[config.mk]
export PLATFORM = sky130hd
export DESIGN_NAME = decoder
export DESIGN_NICKNAME = d
export VERILOG_FILES = /design/src/rtl/decoder_pkg.sv /design/src/rtl/imm_gen.sv /design/src/rtl/decoder.sv
export SDC_FILE = /design/constraint.sdc
export NUM_CORES = 1
export LEC_CHECK = 0
export BUFFER_PORTS_ARGS = -buffer_cell sky130_fd_sc_hd__buf_2
export CORE_MARGIN = 3
export CORE_UTILIZATION = 40
export DETAILED_ROUTE_END_ITERATION = 7
export PLACE_DENSITY = 0.67
export SETUP_SLACK_MARGIN = 0.15
export SLEW_MARGIN = 20
export SYNTH_ARGS = -nofsm -noshare
export SYNTH_HDL_FRONTEND = slang
export SYNTH_SLANG_ARGS = --single-unit
export TNS_END_PERCENT = 100
[constraint.sdc]
create_clock -name clk -period 0.8 [get_ports clk]
set_clock_uncertainty 0.2 [all_clocks]
set_input_delay 0.04 -clock clk [delete_from_list [all_inputs] [get_ports clk]]
set_output_delay 0.04 -clock clk [all_outputs]
set_load 0.02 [all_outputs]
[src/rtl/decoder_pkg.sv]
// Shared opcode constants and operation encodings for the rv32im decoder.
package decoder_pkg;

   localparam int XLEN = 32;

   localparam logic [6:0] OP_R      = 7'b0110011;
   localparam logic [6:0] OP_IMM    = 7'b0010011;
   localparam logic [6:0] OP_LOAD   = 7'b0000011;
   localparam logic [6:0] OP_STORE  = 7'b0100011;
   localparam logic [6:0] OP_BRANCH = 7'b1100011;
   localparam logic [6:0] OP_JAL    = 7'b1101111;
   localparam logic [6:0] OP_JALR   = 7'b1100111;
   localparam logic [6:0] OP_LUI    = 7'b0110111;
   localparam logic [6:0] OP_AUIPC  = 7'b0010111;

   localparam logic [6:0] F7_BASE = 7'b0000000;
   localparam logic [6:0] F7_ALT  = 7'b0100000;
   localparam logic [6:0] F7_MDU  = 7'b0000001;

   typedef enum logic [3:0] {
      ALU_ADD   = 4'd0,
      ALU_SUB   = 4'd1,
      ALU_AND   = 4'd2,
      ALU_OR    = 4'd3,
      ALU_XOR   = 4'd4,
      ALU_SLL   = 4'd5,
      ALU_SRL   = 4'd6,
      ALU_SRA   = 4'd7,
      ALU_SLT   = 4'd8,
      ALU_SLTU  = 4'd9,
      ALU_PASSB = 4'd10
   } alu_op_e;

   typedef enum logic [2:0] {
      MDU_MUL    = 3'd0,
      MDU_MULH   = 3'd1,
      MDU_MULHSU = 3'd2,
      MDU_MULHU  = 3'd3,
      MDU_DIV    = 3'd4,
      MDU_DIVU   = 3'd5,
      MDU_REM    = 3'd6,
      MDU_REMU   = 3'd7
   } mdu_op_e;

endpackage

[src/rtl/imm_gen.sv]
// Combinational immediate builder: selects the immediate format from the opcode.
module imm_gen
   import decoder_pkg::*;
(
   input  logic [31:0] instruction,
   output logic [31:0] imm
);

   logic [6:0] opcode;
   logic [2:0] funct3;

   assign opcode = instruction[6:0];
   assign funct3 = instruction[14:12];

   always_comb begin
      imm = '0;
      case (opcode)
         OP_IMM: begin
            // Shift-immediates carry a 5-bit shamt, not a signed constant.
            if (funct3 == 3'b001 || funct3 == 3'b101)
               imm = {27'b0, instruction[24:20]};
            else
               imm = {{20{instruction[31]}}, instruction[31:20]};
         end
         OP_LOAD, OP_JALR:
            imm = {{20{instruction[31]}}, instruction[31:20]};
         OP_STORE:
            imm = {{20{instruction[31]}}, instruction[31:25], instruction[11:7]};
         OP_BRANCH:
            imm = {{19{instruction[31]}}, instruction[31], instruction[7],
                   instruction[30:25], instruction[11:8], 1'b0};
         OP_JAL:
            imm = {{11{instruction[31]}}, instruction[31], instruction[19:12],
                   instruction[20], instruction[30:21], 1'b0};
         OP_LUI, OP_AUIPC:
            imm = {instruction[31:12], 12'b0};
         default:
            imm = '0;
      endcase
   end

endmodule

[src/rtl/decoder.sv]
// RV32I(+M) decoder with one registered output stage.
// Define RV32M_EN to decode the M-extension (funct7=0000001 on the R opcode).
module decoder
   import decoder_pkg::*;
(
   input  logic        clk,
   input  logic        rst_n,
   input  logic        in_valid,
   input  logic [31:0] instruction,
   output logic        out_valid,
   output logic [6:0]  opcode,
   output logic [4:0]  rd,
   output logic [2:0]  funct3,
   output logic [4:0]  rs1,
   output logic [4:0]  rs2,
   output logic [6:0]  funct7,
   output logic [31:0] imm,
   output logic [3:0]  alu_op,
   output logic        mdu_sel,
   output logic        illegal
);

   // Streaming interface: in_valid qualifies instruction each cycle; out_valid
   // follows it one cycle later. There is no ready/back-pressure, so no stall.

   logic [6:0]  op_w;
   logic [2:0]  f3_w;
   logic [6:0]  f7_w;
   logic [31:0] imm_raw;

   logic        out_valid_d, out_valid_q;
   logic [31:0] ins_d, ins_q;
   logic [31:0] imm_d, imm_q;
   logic [3:0]  alu_op_d, alu_op_q;
   logic        mdu_sel_d, mdu_sel_q;
   logic        illegal_d, illegal_q;
   logic        bad;

   assign op_w = instruction[6:0];
   assign f3_w = instruction[14:12];
   assign f7_w = instruction[31:25];

   imm_gen u_imm_gen (
      .instruction (instruction),
      .imm         (imm_raw)
   );

   always_comb begin
      bad      = 1'b0;
      alu_op_d = ALU_ADD;
      mdu_sel_d = 1'b0;
      case (op_w)
         OP_R: begin
            if (f7_w == F7_BASE || f7_w == F7_ALT) begin
               case (f3_w)
                  3'b000: alu_op_d = f7_w[5] ? ALU_SUB : ALU_ADD;
                  3'b001: alu_op_d = ALU_SLL;
                  3'b010: alu_op_d = ALU_SLT;
                  3'b011: alu_op_d = ALU_SLTU;
                  3'b100: alu_op_d = ALU_XOR;
                  3'b101: alu_op_d = f7_w[5] ? ALU_SRA : ALU_SRL;
                  3'b110: alu_op_d = ALU_OR;
                  default: alu_op_d = ALU_AND;
               endcase
               // The alternate funct7 only exists for SUB and SRA.
               if (f7_w[5] && f3_w != 3'b000 && f3_w != 3'b101)
                  bad = 1'b1;
            end
`ifdef RV32M_EN
            else if (f7_w == F7_MDU) begin
               mdu_sel_d = 1'b1;
               alu_op_d  = {1'b0, f3_w};
            end
`endif
            else begin
               bad = 1'b1;
            end
         end
         OP_IMM: begin
            case (f3_w)
               3'b000: alu_op_d = ALU_ADD;
               3'b001: begin
                  alu_op_d = ALU_SLL;
                  bad      = (f7_w != F7_BASE);
               end
               3'b010: alu_op_d = ALU_SLT;
               3'b011: alu_op_d = ALU_SLTU;
               3'b100: alu_op_d = ALU_XOR;
               3'b101: begin
                  alu_op_d = f7_w[5] ? ALU_SRA : ALU_SRL;
                  bad      = (f7_w != F7_BASE && f7_w != F7_ALT);
               end
               3'b110: alu_op_d = ALU_OR;
               default: alu_op_d = ALU_AND;
            endcase
         end
         OP_LOAD, OP_STORE, OP_JAL, OP_JALR, OP_AUIPC:
            alu_op_d = ALU_ADD;
         OP_LUI:
            alu_op_d = ALU_PASSB;
         OP_BRANCH: begin
            case (f3_w)
               3'b000, 3'b001: alu_op_d = ALU_SUB;
               3'b100, 3'b101: alu_op_d = ALU_SLT;
               3'b110, 3'b111: alu_op_d = ALU_SLTU;
               default:        bad      = 1'b1;
            endcase
         end
         default: bad = 1'b1;
      endcase

      if (bad) begin
         alu_op_d  = ALU_ADD;
         mdu_sel_d = 1'b0;
      end
      imm_d       = bad ? 32'd0 : imm_raw;
      illegal_d   = bad & in_valid;
      out_valid_d = in_valid;
      ins_d       = instruction;
   end

   always_ff @(posedge clk or negedge rst_n) begin
      if (!rst_n) begin
         out_valid_q <= 1'b0;
         ins_q       <= '0;
         imm_q       <= '0;
         alu_op_q    <= '0;
         mdu_sel_q   <= 1'b0;
         illegal_q   <= 1'b0;
      end else begin
         out_valid_q <= out_valid_d;
         ins_q       <= ins_d;
         imm_q       <= imm_d;
         alu_op_q    <= alu_op_d;
         mdu_sel_q   <= mdu_sel_d;
         illegal_q   <= illegal_d;
      end
   end

   assign out_valid = out_valid_q;
   assign opcode    = ins_q[6:0];
   assign rd        = ins_q[11:7];
   assign funct3    = ins_q[14:12];
   assign rs1       = ins_q[19:15];
   assign rs2       = ins_q[24:20];
   assign funct7    = ins_q[31:25];
   assign imm       = imm_q;
   assign alu_op    = alu_op_q;
   assign mdu_sel   = mdu_sel_q;
   assign illegal   = illegal_q;

endmodule

== After elaboration in Yosys (flattened, before gate mapping) ==
Index checks and enable logic that the tools add are counted.

* Bits in registers: 70
* Input port bits: 35
* Output and inout port bits: 71

* Equal/unequal tests: 19
* Muxes and demuxes: 16
* Bitwise logic cells: 1
* Reduce and logical (&&, ||, !) cells: 16

{| class="wikitable"
|+ Operators by type and width
! cell !! count
|-
| $pmux W32 S6 || 1
|-
| $mux W32 || 2
|-
| $pmux W4 S7 || 2
|-
| $eq A7 B6 Y1 const B || 4
|-
| $eq A7 B7 Y1 const B || 3
|-
| $pmux W4 S4 || 1
|-
| $eq A7 B5 Y1 const B || 2
|-
| $eq A3 B3 Y1 const B || 4
|-
| $pmux W4 S3 || 1
|-
| $reduce_or A6 Y1 || 2
|-
| $reduce_or A2 Y1 || 5
|-
| $mux W4 || 2
|-
| $eq A7 B2 Y1 const B || 1
|-
| $logic_not A7 Y1 || 1
|-
| $ne A7 B6 Y1 const B || 1
|-
| $reduce_bool A7 Y1 || 1
|-
| $eq A3 B2 Y1 const B || 2
|-
| $mux W1 || 5
|-
| $pmux W1 S4 || 1
|-
| $eq A3 B1 Y1 const B || 1
|-
| $logic_and A1 B1 Y1 || 3
|-
| $logic_not A3 Y1 || 1
|-
| $ne A3 B3 Y1 const B || 1
|-
| $reduce_bool A3 Y1 || 1
|-
| other kinds (3) || 4
|}

== Longest topological paths before layout ==
* Depth in word-level cells: 7
* Gate-level depth with buffers: 7
* Gate-level depth less buffers: 4

== Cells and area by module ==
A second synthesis with hierarchy kept.

* Cells, all modules: 217
* Area total of the unflattened synthesis: 3014.1 um^2

{| class="wikitable"
|+ Modules (own cells, without submodules)
! module !! times used !! cells each !! area an instance (um^2) !! sequential area each (um^2)
|-
| decoder || 1 || 155 || 2534.9 || 1751.7
|-
| imm_gen || 1 || 62 || 479.2 || 0.0
|}

== Worst setup path after synthesis ==
No wires, ideal clock.

* Path kind: input to register
* Start: input instruction[26]
* End: register imm_q[7], in the netlist imm[7]
* Setup time: 0.096 ns
* Arrival time: 1.868 ns
* Path slack: -1.364 ns
* Stages on the path: 6
* Buffers on the path: 2
* Cell sequence: or4_4 or4_1 a221o_1 buf_6 buf_8 nor4_4

* Longest elaborated chain between the ends: 5
* Elaborated cells between the ends (all ways): 10
* Classes of those cells: eq/ne (2); mux (4); reduce/logical (4)

{| class="wikitable"
|+ Ends and longest elaborated chain
! what !! RTL line !! text
|-
| start, declared || decoder.sv:9 || <nowiki>input logic [31:0] instruction,</nowiki>
|-
| $ne A7 B6 Y1 (tied with other cells) || decoder.sv:91 || <nowiki>bad = (f7_w != F7_BASE && f7_w != F7_ALT);</nowiki>
|-
| $logic_and A1 B1 Y1 / $logic_or A1 B1 Y1 (equally long branches) || decoder.sv:91, decoder.sv:54 ||
|-
| $pmux W1 S2 / $mux W1 (equally long branches) || decoder.sv:80, decoder.sv:54 ||
|-
| $pmux W1 S4 * || decoder.sv:52 || <nowiki>case (op_w)</nowiki>
|-
| $mux W32 * || decoder.sv:116 || <nowiki>imm_d = bad ? 32'd0 : imm_raw;</nowiki>
|-
| named net imm_d[7] || decoder.sv:33 || <nowiki>logic [31:0] imm_d, imm_q;</nowiki>
|-
| end signal, assigned || decoder.sv:133 || <nowiki>imm_q <= imm_d;</nowiki>
|-
| end, declared || decoder.sv:33 ||
|}

The timed path passes the listed nets; every way through them passes the cells marked *.

== Worst setup path in the final report ==
* Start: input instruction[25]
* End: register imm_q[23], in the netlist imm[23]

The elaborated chain is that of the path after synthesis.

==> impl_results.md <==
- H-tree levels: 3
- Clock root cell: clkbuf_8
- Detailed placement HPWL: about 5500 um
- Sequential power share: 0.475
- Syn Std Cell Area: roughly 2800 um^2
- Initial DRC Count: 76
- RSZ-0062 raised after global routing: true
- Net Sw Frac: 0.272
- Port Buffers: between 100 and 150
- Min Hold Slack: -390 ps
- Post-synth EDFFs: 0
- Final setup margin: -1240 ps
- Top layer in use: met4
- Layout cells sized above 1: 0.572
- Worst path required time: 870 ps
- Final min period: between 2000 and 2500 ps
- Final period utilization: 2.55
- Least-Margin Pin Slew: approximately 1100 ps
- Max Root-Sink Buffers: 2
- Cell taking the most area after synthesis: dfrtp_1
- Synth Area in Adders: 0
- Filler cells: 430
- Worst-path cell chain: buf_6 -> or4_4 -> or4_4 -> a221o_2 -> clkbuf_16 -> a211oi_2
- Worst setup EP type: flip-flop
- Status: finished with violations
- Final hold vios: 67
- Main flop type after synthesis: dfrtp_1
- Final #Nets: between 400 and 500
- Routed Antenna Nets: 0
- Worst Hold Class: primary input to flip-flop
- Sw Pwr: around 2.1 mW
- Die Span Y: 88.9 um
- XOR/XNOR Fraction of Synth Area: 0.00318
- Worst hold path depth: 1
- Async set or reset register ratio after synthesis: 1.00
- Clk pwr share: 0.366
- Sequential Area: 1750 um^2
- Combinational share of power: 0.159
- First-pass GRT wire length: 13200 um
- Ant diodes: 0
- Vias in the first global route: 2620
- Top cells by area, synth: dfrtp_1, a211oi_1, nand2_1, nor3_1, nor4_2
- Static Leak: between 2 and 2.5 nW
- Row count: 29
- Multiplexer share of the synthesized area: 0
- Area grow syn2layout: 74.5%
- Initial antenna violation count: 0
- Worst path bufs/invs: 2
- Clk slew on worst S/H paths: about 80 ps
- Multi-input gate area: about 1100 um^2
- Setup violators final: ~110
- Vias per cell: 5.50
- Global-route usage over all layers: 0.224
- Slowest CP cell: or4_4
- CORE AREA: about 6500 um^2
- WL met3: about 590 um
- CP dominant cell by count: or4_4
- Post-synth top area share: 0.637
- Post-synthesis register bit count: 70
- Setup TNS Final: -65390 ps
- Worst-path fanout max: 10
- Synth cell types: 43
- Max Cap Viol: 0
- Starting Density: 0.423
- IO Pins: 106
- Final Max Tran Viols: 0
- Synth Area in Simple Gates: 0.164
- Crit path largest cell delay: around 550 ps
- Failing checks: hold timing, setup timing
- CP endpoint: imm[23]$_DFF_PN0_
- Mapped Nets: 263
- Metal2 WL: roughly 4700 um
- Mapped Avg Cell Area: around 12 um^2
- Met1 WL: around 3600 um
- Largest family of logic cells by synthesized area: simple AND/OR/NAND/NOR gates
- Hold Startpoint: instruction[15]
- Largest net degree at the start of global routing: slightly above 40
- Worst slew margin: 0.261
- Synthesis warning total: 0
- Drt pass-1 iters: 4
- Final WL: 9130 um
- Crit start category: primary input
- Post-synthesis sequential area ratio: 0.637
- Compound-Gate Fraction of Synth Area: 0.153
- Critical Path Stages: 6
- Chip width: ~89 um
- CP Class: primary input to flip-flop
- Crit path arrival time: roughly 2100 ps
- Post-Synthesis Cells: about 230
- Post-CTS Hold Fix Bufs: 1
- VDD IR max: about 1000 uV
- CTS tree: built
- Beginning of the critical path: instruction[25]
- Routability congestion estimate from global placement: 0.876
- Top delay family on crit path: simple AND/OR/NAND/NOR gates
- Via count: 2606
- Peak Freq: 490 MHz
- DIE AREA: between 7000 and 8000 um^2
- Overflow left after global routing: 0
- Cell Int Power: 5.63 mW
- Num CTS Buffers: 9
- Pwr Density: 1610 nW/um^2
- Fin util: 0.739
- Routed length per instance: 19.3 um
- DRC: 0
- Sink Count: 70
state kept, by name, summed over array words and instances, names as in the netlist:
| name | cells |
|---|---|
| imm | 32 |
| ins_q | 32 |
| alu_op | 4 |
| illegal | 1 |
| out_valid | 1 |
cells by family after synthesis:
group                  after synthesis
XOR/XNOR                             1
flip-flops                          70
AND/OR/NAND/NOR                     77
buffers and inverters               21
AO/OA/AOI/OAI                       58
other                                1
cell usage after synthesis, types with 2 or more instances:
master	number
o22ai_1	3
o21ai_0	8
nor4_1	5
nand2b_1	5
inv_1	2
buf_4	2
nand2_1	24
o31ai_1	4
nor4_2	4
dfrtp_1	70
nand3_1	6
a21oi_1	4
a31oi_1	2
nand3b_1	2
a2111oi_2	2
a22oi_1	6
a211oi_1	21
clkbuf_1	13
buf_6	2
nor2b_1	3
nor3_1	10
nand4b_1	3
nor2_1	7
cell type report:
type                    instances  area share
multi-input cells             138       0.236
flip-flops and latches         70       0.365
repair buffers                171       0.338
inverters                       2     0.00156
clock buffers                  10      0.0266
well taps                      77      0.0201
clock inverters                 6      0.0130
power by group through the flow:
stage / Clock [mW] / Sequential (mW) / Combinational [mW]
global placement: 0 / 3.72 / 0.931
detailed placement: 0 / 3.72 / 0.940
finish: 2.83 / 3.67 / 1.23
CTS: 2.84 / 3.67 / 1.09
floorplan: 0 / 3.85 / 0.274
global route: 3.03 / 3.68 / 1.32
timing repair:
action                                  CTS  global route
resized for setup                       147            32
pin swaps                                 7            17
endpoints found under the hold margin   137            66
buffers inserted                          5             1
cloned                                    1             4
endpoints found under the setup margin  107           144
layout by cell type (no fill, tap or decap), types with 2 or more instances in the layout:
cell and count:
o22ai_1 3, clkinv_4 2, nand2_1 24, nor4_4 5, nor4_2 2, inv_1 2
o21ai_0 7, a211oi_1 3, dfrtp_1 70, clkbuf_16 3, nand4b_1 3, o31ai_1 2
a2111oi_4 3, buf_2 31, a221o_2 2, nor2_1 7, or4_4 2, nand3b_1 2
a21oi_1 4, nor3_1 5, clkbuf_8 9, buf_12 4, clkinv_2 3, a22oi_1 6
a211oi_2 17, nand3_1 6, nor3_2 4, buf_6 77, a31oi_1 2, nor4_1 3
nand2b_1 5, o31ai_2 2, buf_4 54, nor2b_1 3
metrics by stage:
stage               std cells  power, mW  hold slack (ps)  area [um^2]  worst slack, ps
floorplan                 228       4.12             -456         2810            -1360
global placement          446       4.65             -184         3800            -1650
detailed placement        446       4.66             -181         3800            -1680
CTS                       469       7.60             -404         4520            -1240
global route              474       8.03             -406         4800            -1290
finish                    474       7.73             -390         4800            -1240
how the worst min path moves through the flow:
stage / endpoint / slack (ps)
floorplan: alu_op[0]$_DFF_PN0_ / -460
global route: ins_q[19]$_DFF_PN0_ / -410
detailed placement: ins_q[30]$_DFF_PN0_ / -180
global placement: ins_q[30]$_DFF_PN0_ / -180
CTS: ins_q[15]$_DFF_PN0_ / -400
finish: ins_q[15]$_DFF_PN0_ / -390
metal layers:
layer | vias to the layer above | global-route usage
met5 | - | 0
met4 | 0 | 0.0879
met3 | 20 | 0.0433
met2 | 110 | 0.377
met1 | 1303 | 0.285
li1 | 1173 | -
No activity file was read; power rests on OpenSTA's default activity.
